===== config.mk =====
export PLATFORM = sky130hd
export DESIGN_NAME = clk_period_meter_flat
export DESIGN_NICKNAME = d
export VERILOG_FILES = /design/src/rtl/clk_period_meter_if.sv /design/src/rtl/clk_period_meter.sv /design/src/flat_wrapper.sv
export SDC_FILE = /design/constraint.sdc
export NUM_CORES = 1
export LEC_CHECK = 0
export BUFFER_PORTS_ARGS = -buffer_cell sky130_fd_sc_hd__buf_4
export CAP_MARGIN = 10
export CORE_MARGIN = 2
export CORE_UTILIZATION = 50
export CTS_CLUSTER_SIZE = 25
export DETAILED_ROUTE_END_ITERATION = 12
export GPL_ROUTABILITY_DRIVEN = 0
export HOLD_SLACK_MARGIN = 0.08
export PLACE_DENSITY = 0.69
export SLEW_MARGIN = 25
export SYNTH_ARGS = -nofsm -noshare
export SYNTH_HDL_FRONTEND = slang
export SYNTH_SLANG_ARGS = --single-unit

===== constraint.sdc =====
create_clock -name clk_in -period 4.15 [get_ports clk_in]
set_clock_uncertainty 0.05 [all_clocks]
set_input_delay 0.415 -clock clk_in [delete_from_list [all_inputs] [get_ports clk_in]]
set_output_delay 0.415 -clock clk_in [all_outputs]
set_load 0.02 [all_outputs]

===== src/rtl/clk_period_meter_if.sv =====
// Control and result bus of the clock period meter.
// Master arms and stops measurements. Slave (the meter) reports results.
`timescale 1ns/1ps
interface clk_period_meter_if #(
  parameter int CNT_W = 16
);
  logic             start;
  logic             continuous;
  logic             stop;
  logic             rise_tick;
  logic [CNT_W-1:0] period;
  logic [CNT_W-1:0] high_time;
  logic             meas_valid;
  logic             in_range;
  logic             stalled;
  logic             busy;

  // start/stop are single-cycle strobes sampled on posedge clk_in.
  // meas_valid is a single-cycle strobe and has no backpressure: period,
  // high_time and in_range are stable from that strobe until the next one.
  modport master (
    output start, continuous, stop,
    input  rise_tick, period, high_time, meas_valid, in_range, stalled, busy
  );

  modport slave (
    input  start, continuous, stop,
    output rise_tick, period, high_time, meas_valid, in_range, stalled, busy
  );
endinterface


===== src/rtl/clk_period_meter.sv =====
// Measures period and high time of an asynchronous monitored clock in clk_in
// cycles, with single-shot or continuous operation and a sticky stall flag.
`timescale 1ns/1ps
module clk_period_meter #(
  parameter int CNT_W      = 16,
  parameter int TIMEOUT    = 1000,
  parameter int MIN_PERIOD = 2,
  parameter int MAX_PERIOD = 65535
) (
  input  logic                 clk_in,
  input  logic                 rst_n,
  input  logic                 mon_clk,
  clk_period_meter_if.slave    bus,
  output logic [1:0]           dbg_state
);

  typedef enum logic [1:0] {IDLE = 2'd0, WAIT_EDGE = 2'd1, MEASURE = 2'd2} state_t;

  localparam logic [CNT_W-1:0] TO_M1  = CNT_W'(TIMEOUT - 1);
  localparam logic [CNT_W-1:0] CNT_MX = {CNT_W{1'b1}};
  localparam logic [CNT_W:0]   MIN_W  = (CNT_W+1)'(MIN_PERIOD);
  localparam logic [CNT_W:0]   MAX_W  = (CNT_W+1)'(MAX_PERIOD);

  state_t           state_q, state_d;
  logic             s1, s2, h, rise;
  logic             rise_tick_q, meas_valid_q, in_range_q, stalled_q, cont_q;
  logic [CNT_W-1:0] cnt, hi_cnt, wcnt, period_q, high_q;
  logic             acc_start, capture, timeout;

  assign rise = s2 & ~h;

  always_comb begin
    state_d   = state_q;
    acc_start = 1'b0;
    capture   = 1'b0;
    timeout   = 1'b0;
    case (state_q)
      IDLE: begin
        if (bus.start && !bus.stop) begin
          acc_start = 1'b1;
          state_d   = WAIT_EDGE;
        end
      end
      WAIT_EDGE: begin
        if (bus.stop) begin
          state_d = IDLE;
        end else if (rise) begin
          state_d = MEASURE;
        end else if (wcnt >= TO_M1) begin
          timeout = 1'b1;
          state_d = IDLE;
        end
      end
      MEASURE: begin
        if (bus.stop) begin
          state_d = IDLE;
        end else if (rise) begin
          capture = 1'b1;
          state_d = cont_q ? MEASURE : IDLE;
        end else if (wcnt >= TO_M1) begin
          timeout = 1'b1;
          state_d = IDLE;
        end
      end
      default: state_d = IDLE;
    endcase
  end

  always_ff @(posedge clk_in or negedge rst_n) begin
    if (!rst_n) begin
      state_q <= IDLE;
    end else begin
      state_q <= state_d;
    end
  end

  always_ff @(posedge clk_in or negedge rst_n) begin
    if (!rst_n) begin
      s1           <= 1'b0;
      s2           <= 1'b0;
      h            <= 1'b0;
      rise_tick_q  <= 1'b0;
      meas_valid_q <= 1'b0;
      in_range_q   <= 1'b0;
      stalled_q    <= 1'b0;
      cont_q       <= 1'b0;
      cnt          <= '0;
      hi_cnt       <= '0;
      wcnt         <= '0;
      period_q     <= '0;
      high_q       <= '0;
    end else begin
      s1           <= mon_clk;
      s2           <= s1;
      h            <= s2;
      rise_tick_q  <= rise;
      meas_valid_q <= capture;

      if (acc_start) begin
        stalled_q <= 1'b0;
        cont_q    <= bus.continuous;
        wcnt      <= '0;
      end else if (state_q != IDLE) begin
        wcnt <= rise ? '0 : ((wcnt != CNT_MX) ? wcnt + 1'b1 : wcnt);
      end

      if (timeout) stalled_q <= 1'b1;

      if (capture) begin
        period_q   <= cnt;
        high_q     <= hi_cnt;
        in_range_q <= ({1'b0, cnt} >= MIN_W) && ({1'b0, cnt} <= MAX_W);
      end

      // The edge that closes one period also opens the next one.
      if (rise) begin
        cnt    <= CNT_W'(1);
        hi_cnt <= CNT_W'(1);
      end else if (state_q == MEASURE) begin
        if (cnt != CNT_MX) cnt <= cnt + 1'b1;
        if (s2 && hi_cnt != CNT_MX) hi_cnt <= hi_cnt + 1'b1;
      end
    end
  end

  assign bus.rise_tick  = rise_tick_q;
  assign bus.period     = period_q;
  assign bus.high_time  = high_q;
  assign bus.meas_valid = meas_valid_q;
  assign bus.in_range   = in_range_q;
  assign bus.stalled    = stalled_q;
  assign bus.busy       = (state_q != IDLE);
  assign dbg_state      = state_q;

endmodule

===== src/flat_wrapper.sv =====
// flat-port wrapper written by rule: the top's interface ports become plain ports
module clk_period_meter_flat 
#(
  parameter int CNT_W      = 16,
  parameter int TIMEOUT    = 1000,
  parameter int MIN_PERIOD = 2,
  parameter int MAX_PERIOD = 65535
)
  (clk_in, rst_n, mon_clk, dbg_state, bus_start, bus_continuous, bus_stop, bus_rise_tick, bus_period, bus_high_time, bus_meas_valid, bus_in_range, bus_stalled, bus_busy);
  clk_period_meter_if #(.CNT_W(CNT_W)) bus_i ();
  input  logic clk_in;
  input  logic rst_n;
  input  logic mon_clk;
  output logic [1:0] dbg_state;
  input wire logic [$bits(bus_i.start)-1:0] bus_start;
  input wire logic [$bits(bus_i.continuous)-1:0] bus_continuous;
  input wire logic [$bits(bus_i.stop)-1:0] bus_stop;
  output wire logic [$bits(bus_i.rise_tick)-1:0] bus_rise_tick;
  output wire logic [$bits(bus_i.period)-1:0] bus_period;
  output wire logic [$bits(bus_i.high_time)-1:0] bus_high_time;
  output wire logic [$bits(bus_i.meas_valid)-1:0] bus_meas_valid;
  output wire logic [$bits(bus_i.in_range)-1:0] bus_in_range;
  output wire logic [$bits(bus_i.stalled)-1:0] bus_stalled;
  output wire logic [$bits(bus_i.busy)-1:0] bus_busy;
  assign bus_i.start = bus_start;
  assign bus_i.continuous = bus_continuous;
  assign bus_i.stop = bus_stop;
  assign bus_rise_tick = bus_i.rise_tick;
  assign bus_period = bus_i.period;
  assign bus_high_time = bus_i.high_time;
  assign bus_meas_valid = bus_i.meas_valid;
  assign bus_in_range = bus_i.in_range;
  assign bus_stalled = bus_i.stalled;
  assign bus_busy = bus_i.busy;
  clk_period_meter #(.CNT_W(CNT_W), .TIMEOUT(TIMEOUT), .MIN_PERIOD(MIN_PERIOD), .MAX_PERIOD(MAX_PERIOD)) u_core (.clk_in(clk_in), .rst_n(rst_n), .mon_clk(mon_clk), .bus(bus_i), .dbg_state(dbg_state));
endmodule

# Yosys cells after proc, flatten, opt, wreduce, memory -nomap -nowiden
# Index checks and enable logic that the tools add are counted.
[op_classes] add_sub_neg=3 mul=0 div_mod_pow=0 n_lt_le_gt_ge=2 n_eq_ne=6 shift=0 n_mux=29 bitwise_logic=2 reduce_logical=15
[op_table] op="2-to-1 mux 16 bit" n=10
[op_table] op="adder 16 x 1 -> 16 bit, second input constant" n=3
[op_table] op="inequality test 16 bit, second input constant" n=3
[op_table] op=">= comparator 16 x 10 -> 1 bit, second input constant" n=1
[op_table] op=">= comparator 16 x 2 -> 1 bit, second input constant" n=1
[op_table] op="2-to-1 mux 2 bit" n=7
[op_table] op="nonzero test 2 bit" n=6
[op_table] op="2-to-1 mux 1 bit" n=11
[op_table] op="case mux 2 bit (3 select lines)" n=1
[op_table] op="AND reduction 2 bit" n=3
[op_table] op="nonzero test 3 bit" n=1
[op_table] op="equality test 2 x 1 -> 1 bit, second input constant" n=1
[op_table] op="equality test 2 bit, second input constant" n=1
[op_table] op="logical AND 1 bit" n=2
[op_table] op="logical NOT 2 bit" n=1
[op_table] op="inequality test 2 x 1 -> 1 bit, second input constant" n=1
[op_table] op="OR reduction 2 bit" n=1
[op_table] op="bitwise AND 1 bit" n=1
[op_table] op="logical NOT 1 bit" n=1
[op_table] op="inverter 1 bit" n=1
[totals] ff_bits=90 latchBits=0 ramBits=0 mem_bits_ro=0 in_bits=6 output_inout_bits=39 wordCells=71 memories=0

# Longest topological paths before layout
[logic_depth] depth_word=6 depth_mapped=9 ltp_nobuf=7

# Worst setup path before layout
# No wires, ideal clock.
[synth_timing] path_type="register to register" from="register u_core.state_q[0] (netlist: u_core.dbg_state[0])" to="register u_core.hi_cnt[9]" setup_ps=121 arrival_time_ps=1805 required_time_ps=3979 slack_ps=2174 path_stages_with_launch=9 path_buffers=1 synth_period_minus_slack_ps=1976 path_cell_list="dfrtp_1 > inv_1 > ha_1 > buf_4 > or2b_1 > nand4_2 > a2111oi_2 > xnor2_1 > nor2_1"
[synth_between] elab_chain_len=3
[synth_lines] item="start: declaration" line="clk_period_meter.sv:24" rtl="state_t state_q, state_d;"
[synth_lines] item="start signal: assignment" line="clk_period_meter.sv:73" rtl="state_q <= state_d;"
[synth_lines] item="equality test 2 bit" line="clk_period_meter.sv:119" rtl="end else if (state_q == MEASURE) begin"
[synth_lines] item="nonzero test 2 bit (no source line)"
[synth_lines] item="AND reduction 2 bit (no source line)"
[synth_lines] item="end signal: assignment" line="clk_period_meter.sv:121" rtl="if (s2 && hi_cnt != CNT_MX) hi_cnt <= hi_cnt + 1'b1;"
[synth_lines] item="end: declaration" line="clk_period_meter.sv:27" rtl="logic [CNT_W-1:0] cnt, hi_cnt, wcnt, period_q, high_q;"
# Every way passes these cells.
# A chain may end at the register's enable or synchronous reset.

# Final worst setup path
[layout_timing] from="register u_core.s2" to="register u_core.high_q[7] (netlist: u_core.bus.high_time[7])"
[layout_between] elab_chain_len=4
[layout_lines] item="start: declaration" line="clk_period_meter.sv:25" rtl="logic s1, s2, h, rise;"
[layout_lines] item="start signal: assignment" line="clk_period_meter.sv:80" rtl="s2 <= 1'b0;"
[layout_lines] item="start signal: assignment" line="clk_period_meter.sv:94" rtl="s2 <= s1;"
[layout_lines] item="bitwise AND 1 bit" line="clk_period_meter.sv:30" rtl="assign rise = s2 & ~h;"
[layout_lines] item="2-to-1 mux 1 bit" line="clk_period_meter.sv:57" rtl="end else if (rise) begin"
[layout_lines] item="2-to-1 mux 1 bit" line="clk_period_meter.sv:55" rtl="if (bus.stop) begin"
[layout_lines] item="2-to-1 mux 1 bit" line="clk_period_meter.sv:37" rtl="case (state_q)"
[layout_lines] item="end signal: assignment" line="clk_period_meter.sv:111" rtl="high_q <= hi_cnt;"
[layout_lines] item="end: declaration" line="clk_period_meter.sv:27"
# Every way passes these cells.

==> results by group <==
Synth
  – Distinct cell type count of the synthesized netlist: 64
  – Area of the mapped netlist: 4461 um^2
  – Largest family of logic cells by synthesized area: simple AND/OR/NAND/NOR gates
  – Post-synth EDFFs: 0
  – Synth top area cells: dfrtp_1 (50%), mux2_2 (8.3%), xnor2_1 (4.3%)
  – Post-synth top cells: dfrtp_1 (90), nor2_1 (35), mux2_2 (33)
  – Sequential share of the synthesized area: 0.5049
  – Area leader, netlist: dfrtp_1
  – Post-synthesis mux area share: 0.08331
  – Top-count cell post-synth: dfrtp_1
  – Synth Register Bits: 90
  – Synth Area per Inst: 11.21 um^2
  – Cell count after synthesis: 398
  – Top_reg_cell synth: dfrtp_1
  – Synth Area in XOR/XNOR: 0.04320
  – Synth Warn #: 0
  – Synth top area share: 0.5049
  – Compound-cell area share of the yosys netlist: 0.1307
  – Post-Synth Adder-Cell Area: 0.02244
  – Synth Area in Simple Gates: 0.1863
  – Async set-reset flop share out of synthesis: 1.000
  – Synth Net Count: 412

Layout
  – Ant diodes: 0
  – FF/Latch Area: 2252 um^2
  – Share of layout cells above drive strength 1: 0.2595
  – Final Net Count: 457
  – Multi-input gate area: 2078 um^2
  – Synth-to-layout area growth: 13.18%
  – FILL cells: 763

Clock tree
  – # hold bufs at CTS: 0
  – Longest Clk Path Bufs: 2
  – CTS Root Cell: clkbuf_8
  – Clock buffer count from CTS: 9
  – CTS tree: built
  – Max H-tree Level: 3
  – Clk slew on worst S/H paths: 80 ps
  – Sink Count: 90
  – Post-CTS sizing: 0
  – Setup Fix Bufs, Post-CTS: 0
  – Later-pin clock latency in the skew report: 360 ps

Routing
  – ANT nets after route: 0
  – Number of DRC markers in iteration 0: 129
  – Routed via count: 3280
  – First-pass DRT Iterations: 4
  – # DRC: 0
  – WL/cell: 16.28 um
  – Number of vias per cell: 5.910
  – Drt total wl: 9035 um

STA
  – Setup violators final: 0
  – Post-Route Setup TNS: 0 ps
  – RSZ-0062 raised after global routing: false
  – Worst relative slew slack: 0.4095
  – Final worst slack: 1477 ps
  – Worst-Margin Slew: 878.9 ps
  – Final Critical Period: 2673 ps
  – Fin. max-slew vios: 0
  – Peak Freq: 374.2 MHz
  – Final hold violations: 0
  – Final worst path period share: 0.6440

Floorplan
  – Initial cell density of the core: 0.5140
  – Site Rows: 34
  – Die area: 9692 um^2
  – Number of I/O pins: 45
  – Die W: 98.45 um
  – Core footprint: 8678 um^2
  – Chip height: 98.45 um

Worst setup path
  – Cell chain of the critical path: nand2b_1, nor3b_4, buf_4, mux2_2
  – Startpoint types: flip-flop
  – Worst Reg-to-Reg Cells: 4
  – Critical Path RT: 4340 ps
  – Slowest stage cell on the critical path: nor3b_4
  – CP Class: reg -> reg
  – CP peak stage delay: 840 ps
  – Crit path DAT: 2860 ps
  – Crit end category: flip-flop
  – Crit path max fanout: 19

Placed design
  – Pre-CTS setup slack: 1470 ps
  – Post-detail-place hpwl: 6143 um
  – PortBufs: 44

Pwr
  – PD cells: 395.5 nW/um^2
  – Max rail drop VDD: 0.1832 mV
  – P_leak: 0.002255 uW

Global route
  – First-pass GRT wire length: 15610 um
  – Grt ovf: 0
  – Aggregate global-route resource usage: 0.1974
  – Initial antenna violation count: 0
  – Vias in the first global route: 3173
  – Largest net degree at the start of global routing: 64

Worst hold path
  – HP Class: in -> async

Job
  – Max_cap viols: 0

Status
  – Outcome: completed
[per-stage QoR]
step           utilization  cells  hold WS (ps)  power [uW]  instance area, um^2
2_1_floorplan            -    398         69.41        1285                 4461
3_3_place_gp        0.5606    540         297.3        1418                 4865
3_5_place_dp        0.5606    540         297.6        1433                 4865
4_1_cts             0.5817    555         109.3        2013                 5049
5_1_grt             0.5817    555         109.2        2111                 5049
6_report            0.5817    555         97.61        1997                 5049
[state kept, by name (all words and copies together), names as in the netlist, 2 cells and up]
signal	cells
u_core.wcnt	16
u_core.hi_cnt	16
u_core.cnt	16
u_core.dbg_state	2
u_core.bus.period	16
u_core.bus.high_time	16
[kinds of logic (layout without fill, tap and decap cells)]
family / count (synthesis) / count (layout)
and+or+nand+nor: 144 / 144
muxes: 33 / 33
DFF: 90 / 90
adders and majority gates: 8 / 8
xor gates and xnor gates: 22 / 22
buffers and inverters: 24 / 73
AOI/OAI and AO/OA: 77 / 77
[critical path: cells and delay by family, from the launching register on]
| family | cells | cell delay, ps |
|---|---|---|
| buffers and inverters | 1 | 390 |
| DFF | 1 | 540 |
| muxes | 1 | 370 |
| and+or+nand+nor | 2 | 1200 |
[final cells by class]
cell class              instances  area share
well taps                     108     0.02677
clock buffers                  10     0.02528
flip-flops and latches         90      0.4461
inverters                      11    0.009170
repair buffers                 47     0.06989
clock inverters                 5     0.01115
multi-input cells             284      0.4116
[layout by cell type (no fill, tap or decap), types with 2 or more instances in the layout]
cell       instances
dfrtp_1           90
and3_1             9
xnor2_1           22
nand4_1            7
nor3_1            13
a2111oi_2          2
a21oi_1           13
buf_4             47
a31oi_1            7
o41ai_1            2
and4_1             5
ha_1               8
o211ai_1           5
inv_1             10
and2_1             2
a211oi_1           4
o31ai_1            5
or4_1              2
o22ai_1            3
nand2b_1           2
o21ai_0           18
nand4_2            2
nand3b_1           4
nand2_1           21
nor2_1            35
o21ai_2            2
mux2_2            33
a2111oi_4          2
clkbuf_8           9
nand3_1           18
clkinv_2           2
nor4_1             8
o2111ai_1          2
[final timing paths]
| path | start | to | slack (ps) |
|---|---|---|---|
| max | u_core.s2$_DFF_PN0_ | u_core.bus.high_time[7]$_DFFE_PN0P_ | 1480 |
| min | rst_n | u_core.wcnt[14]$_DFFE_PN0P_ | 100 |
| max reg2reg | u_core.s2$_DFF_PN0_ | u_core.bus.high_time[7]$_DFFE_PN0P_ | 1480 |
| min reg2reg | u_core.s1$_DFF_PN0_ | u_core.s2$_DFF_PN0_ | 320 |
| max in group asynchronous | rst_n | u_core.hi_cnt[14]$_DFFE_PN0P_ | 3050 |
| min in group clk_in | mon_clk | u_core.s1$_DFF_PN0_ | 110 |
[per-layer routing]
metal	up-vias	GRT usage	share of wire
li1	1565	-	-
met1	1644	0.2919	0.49
met2	58	0.2951	0.46
met3	13	0.03333	0.037
met4	0	0.07271	0.018
met5	-	0	0
[report_power, final]
part           internal, uW  total (uW)  switching [uW]
logic                   142         389             247
registers               946        1030            80.5
clock network           274         581             307
(Power assumes the default switching activity.)
